File: config.mk
export PLATFORM = sky130hd
export DESIGN_NAME = led_pattern_decode
export DESIGN_NICKNAME = d
export VERILOG_FILES = /design/src/rtl/led_pattern_pkg.sv /design/src/rtl/led_pattern_decode.sv
export SDC_FILE = /design/constraint.sdc
export NUM_CORES = 1
export LEC_CHECK = 0
export ABC_AREA = 1
export BUFFER_PORTS_ARGS = -buffer_cell sky130_fd_sc_hd__buf_4
export CAP_MARGIN = 15
export CORE_AREA = 2 2 39 41
export DETAILED_ROUTE_END_ITERATION = 16
export DIE_AREA = 0 0 41 43
export GPL_TIMING_DRIVEN = 0
export SETUP_SLACK_MARGIN = 0.2
export SLEW_MARGIN = 15
export SYNTH_ARGS = -nofsm -noshare
export SYNTH_HDL_FRONTEND = slang
export SYNTH_SLANG_ARGS = --single-unit
File: constraint.sdc
create_clock -name vclk -period 0.8
set_input_delay 0.04 -clock vclk [all_inputs]
set_output_delay 0.04 -clock vclk [all_outputs]
set_load 0.005 [all_outputs]
File: src/rtl/led_pattern_pkg.sv
// Shared definitions for the LED pattern checker: step codes, index encoding
// and the checker FSM states.
package led_pattern_pkg;

  localparam int IDX_W = 3;

  localparam logic [7:0] PAT_S0 = 8'h00;
  localparam logic [7:0] PAT_S1 = 8'h18;
  localparam logic [7:0] PAT_S2 = 8'h3C;
  localparam logic [7:0] PAT_S3 = 8'h7E;
  localparam logic [7:0] PAT_S4 = 8'hE7;
  localparam logic [7:0] PAT_S5 = 8'hC3;
  localparam logic [7:0] PAT_S6 = 8'h81;

  localparam logic [IDX_W-1:0] IDX_FIRST   = 3'd0;
  localparam logic [IDX_W-1:0] IDX_LAST    = 3'd6;
  localparam logic [IDX_W-1:0] IDX_INVALID = 3'd7;

  typedef enum logic {
    HUNT   = 1'b0,
    LOCKED = 1'b1
  } chk_state_e;

  // Legal successor of a step; the sequence wraps from the last step to the first.
  function automatic logic [IDX_W-1:0] next_idx(input logic [IDX_W-1:0] idx);
    return (idx == IDX_LAST) ? IDX_FIRST : idx + IDX_W'(1);
  endfunction

endpackage

File: src/rtl/led_pattern_decode.sv
// Combinational LED pattern decoder: 8-bit bus code to step index, with
// IDX_INVALID for any code outside the step table.
module led_pattern_decode
  import led_pattern_pkg::*;
(
  input  logic [7:0]       code,
  output logic [IDX_W-1:0] idx
);

  // NOTE: a default on every path keeps this purely combinational (no latch).
  always_comb begin
    idx = IDX_INVALID;
    unique case (code)
      PAT_S0:  idx = 3'd0;
      PAT_S1:  idx = 3'd1;
      PAT_S2:  idx = 3'd2;
      PAT_S3:  idx = 3'd3;
      PAT_S4:  idx = 3'd4;
      PAT_S5:  idx = 3'd5;
      PAT_S6:  idx = 3'd6;
      default: idx = IDX_INVALID;
    endcase
  end

endmodule

# --- Yosys cells after proc, flatten, opt, wreduce, memory -nomap -nowiden ---
# Index checks and enable logic that the tools add are counted.
word_totals:
  regBits: 0
  in_bits: 8
  output_inout_bits: 3
  word_cells: 8
classes:
  eq_ne: 6
  mux: 1
  reduce_logical: 1
ops:
  columns: ["cell", "count"]
  rows:
  - ["$eq 8x8->1 const B", 3]
  - ["$pmux 3 s7", 1]
  - ["$eq 8x5->1 const B", 1]
  - ["$eq 8x6->1 const B", 1]
  - ["$eq 8x7->1 const B", 1]
  - ["$logic_not 8->1", 1]

# --- Longest topological paths before layout ---
depth:
  ltp_word: 2
  depth_mapped: 8
  ltp_nobuf: 8

# --- Worst setup path before layout ---
# Ideal clock, no wire load.
synth_timing:
  kind: "input to output"
  from: "input port code[5]"
  to: "output port idx[0]"
  arrival_ps: 557
  required_time_ps: 760
  slack_ps: 203
  stages: 6
  path_buffers: 0
  cell_sequence: "nor2_2 > nand2_1 > a21oi_2 > nor2_2 > nand2_1 > nand2_1"
synth_via:
  elab_chain_len: 2
  elab_cells_between_ends: 8
  classes_between: "eq/ne: 6; mux: 1; reduce/logical: 1"
synth_lines:
  columns: ["item", "line_no", "rtl"]
  rows:
  - ["start, declared", "led_pattern_decode.sv:6", "input logic [7:0] code,"]
  - ["$eq 8x8->1, or another cell as far along", "led_pattern_decode.sv:13", "unique case (code)"]
  - ["$pmux 3 s7 (*)", "led_pattern_decode.sv:13", null]
  - ["end, declared", "led_pattern_decode.sv:7", "output logic [IDX_W-1:0] idx"]
# Mark *: on every way between the ends. The rest lies on a longest branch, timed or not.

# --- Worst setup path in the final report ---
# Same ends and word-level chain as after synthesis.

==> results by group <==
Run
  – Max Cap Viol: 0

Clock network
  – Cts hold-fix bufs: 0

Timing
  – Slew @ Worst Pin: around 0.15 ns
  – Final period utilization: 1.05
  – Slew HR: 0.901
  – Hold Fails Final Rpt: 0
  – Worst setup margin: -0.0363 ns
  – Max Fclk: ~1200 MHz
  – RSZ-0062 raised after global routing: yes
  – Min cycle time layout: ~0.84 ns
  – Final setup viols: 3
  – Slew Limit Fails: 0

Floorplanning
  – Starting density of the core: 0.141
  – Core area: 0.00138 sq mm
  – I/O Pins: 11
  – Die Y: between 40 and 50 um
  – Row count: 14
  – Die X: between 40 and 50 um
  – Die area: around 0.0018 sq mm

Power and ir drop
  – Tot Pwr: about 130 uW
  – Power density over the cells: about 330 mW/mm^2
  – Maximum vdd drop: between 100 and 150 uV
  – Leakage: about 0.19 nW

Finish
  – Area Growth Syn to Fin: 93.6%
  – Area of the multi-input gates: about 190 sq um
  – Design Area, Final: ~380 sq um
  – Layout cells sized above 1: 0.500
  – # fillers: about 160
  – Clock buffer count: 0
  – Sequential Area: 0 sq um
  – Non-filler instance count after layout: 76
  – Seq_cells: 0
  – ANT cells: 0
  – Final #Nets: 70

Outcome
  – Failing checks: negative setup slack
  – Status: complete, but fails checks

Setup path
  – CP dominant cell by count: nand2_1
  – CP max stage cell: a21oi_2
  – Crit. End Element: output pin
  – CP Buf/Inv Count: 2
  – CP Data Required Time: 0.76 ns
  – Critical path, cell by cell: buf_8, nor2_4, nand2_2, a21oi_2, nor2_2, nand2_1, nand2_1, buf_4
  – CP delay by family, top: simple AND/OR/NAND/NOR gates
  – CP max stage delay: ~0.15 ns
  – Worst Path Arrival: approximately 0.80 ns
  – Worst Path Max Fanout: 3
  – Critical setup path kind: in2out
  – CP startpoint kind: input pin

Synthesis
  – Synth Area in Simple Gates: 0.673
  – Mapped Nets: 56
  – Ys Warns: 0
  – Post-synthesis cell type count: 8
  – Synth Cell Area: around 200 sq um
  – Largest area contributor in the netlist: nand2_1
  – Share of the yosys chip area belonging to registers: 0
  – Synth top cells by count: 17 x nand2_1, 12 x inv_1, 12 x nor2_1, 2 x nor2_2, 2 x o21ai_0
  – Largest family of logic cells by synthesized area: simple AND/OR/NAND/NOR gates
  – Multiplexer area fraction after synthesis: 0
  – Area share of fa/ha/maj cells after synthesis: 0
  – Top area cells in the synthesized netlist: nand2_1 33%, inv_1 23%, nor2_1 23%
  – Mean Syn Cell Area: between 4 and 5 sq um
  – Post-Synthesis Cells: 48
  – Area share of the largest cell type after synthesis: 0.327
  – Post-synthesis xor/xnor area fraction: 0
  – Cell with the most instances after synthesis: nand2_1
  – Compound-gate portion of the synthesized area: 0.0962

Route
  – Drt pass-1 iters: 2
  – Top sig layer: met3
  – Total wire length: ~490 um
  – Via/cell ratio: approximately 4.0
  – Met2 wire length: between 200 and 300 um
  – Routed len/inst: between 6 and 7 um
  – Antenna-violating nets left: 0
  – Residual DRC count: 0
  – First DRT Iteration DRCs: 5
  – Vias: a little over 300
  – Metal3 WL: ~22 um
  – Wl on met1: ~180 um

Global routing
  – Largest net degree at the start of global routing: 4
  – Vias in the first global route: around 230
  – Initial antenna violation count: 0
  – All-Layer GR Usage: 0.0549
  – Total grt overflow: 0
  – First-pass GRT wire length: 738 um

Place
  – Final RePlAce weighted congestion: 0.716
  – Placed cell count: 75
  – Number of port buffers: 11
  – Dpl cell area: between 200 and 300 sq um
  – Final HPWL DP: 389 um

Min path
  – Min-Delay Path Class: in2out
[power by group]
part	total (mW)	internal (mW)	switching (mW)	leakage (nW)
clock network	0	0	0	0
registers	0	0	0	0
logic	0.127	0.0648	0.0618	0.186
[through the flow]
step	hold slack [ns]	setup WS (ns)	setup TNS [ns]	util
finish	0.556	-0.0363	-0.0921	0.273
global route	0.620	-0.113	-0.290	0.273
CTS	0.546	-0.0543	-0.105	0.232
detailed placement	0.566	-0.0916	-0.180	0.215
global placement	0.570	-0.0885	-0.175	0.215
floorplan	0.329	0.203	0	-
[per-layer routing]
metal | vias up | global-route usage
li1 | 161 | -
met1 | 136 | 0.0538
met2 | 5 | 0.119
met3 | 0 | 0
met4 | 0 | 0
met5 | - | 0
[final timing paths]
check                 startpoint     end  cells after the start  slack [ns]
worst max-delay path     code[5]  idx[0]                      8       -0.04
worst min-delay path     code[3]  idx[2]                      7        0.56
[cell families after synthesis]
logic type      count (synthesis)
compound gates                  3
buf+inv                        12
simple gates                   33
[area by class of cell]
type,instances,area share
Tap cell,16,0.0530
Timing Repair Buffer,12,0.318
Multi-Input combinational cell,36,0.510
Inverter,12,0.119
[layout by cell type, fill, tap and decap left out, drive strengths merged]
master,netlist,final
inv,12,12
nand3,1,1
nand2,17,17
a21oi,1,1
o21ai,2,2
buf,0,12
nor2,14,14
nor3,1,1
[what timing repair did]
action	CTS	global route
pin swaps	6	14
setup endpoints to repair	3	3
buffers inserted	0	1
gates resized for setup	7	19
Note: power is estimated with default switching activity, not from simulation.
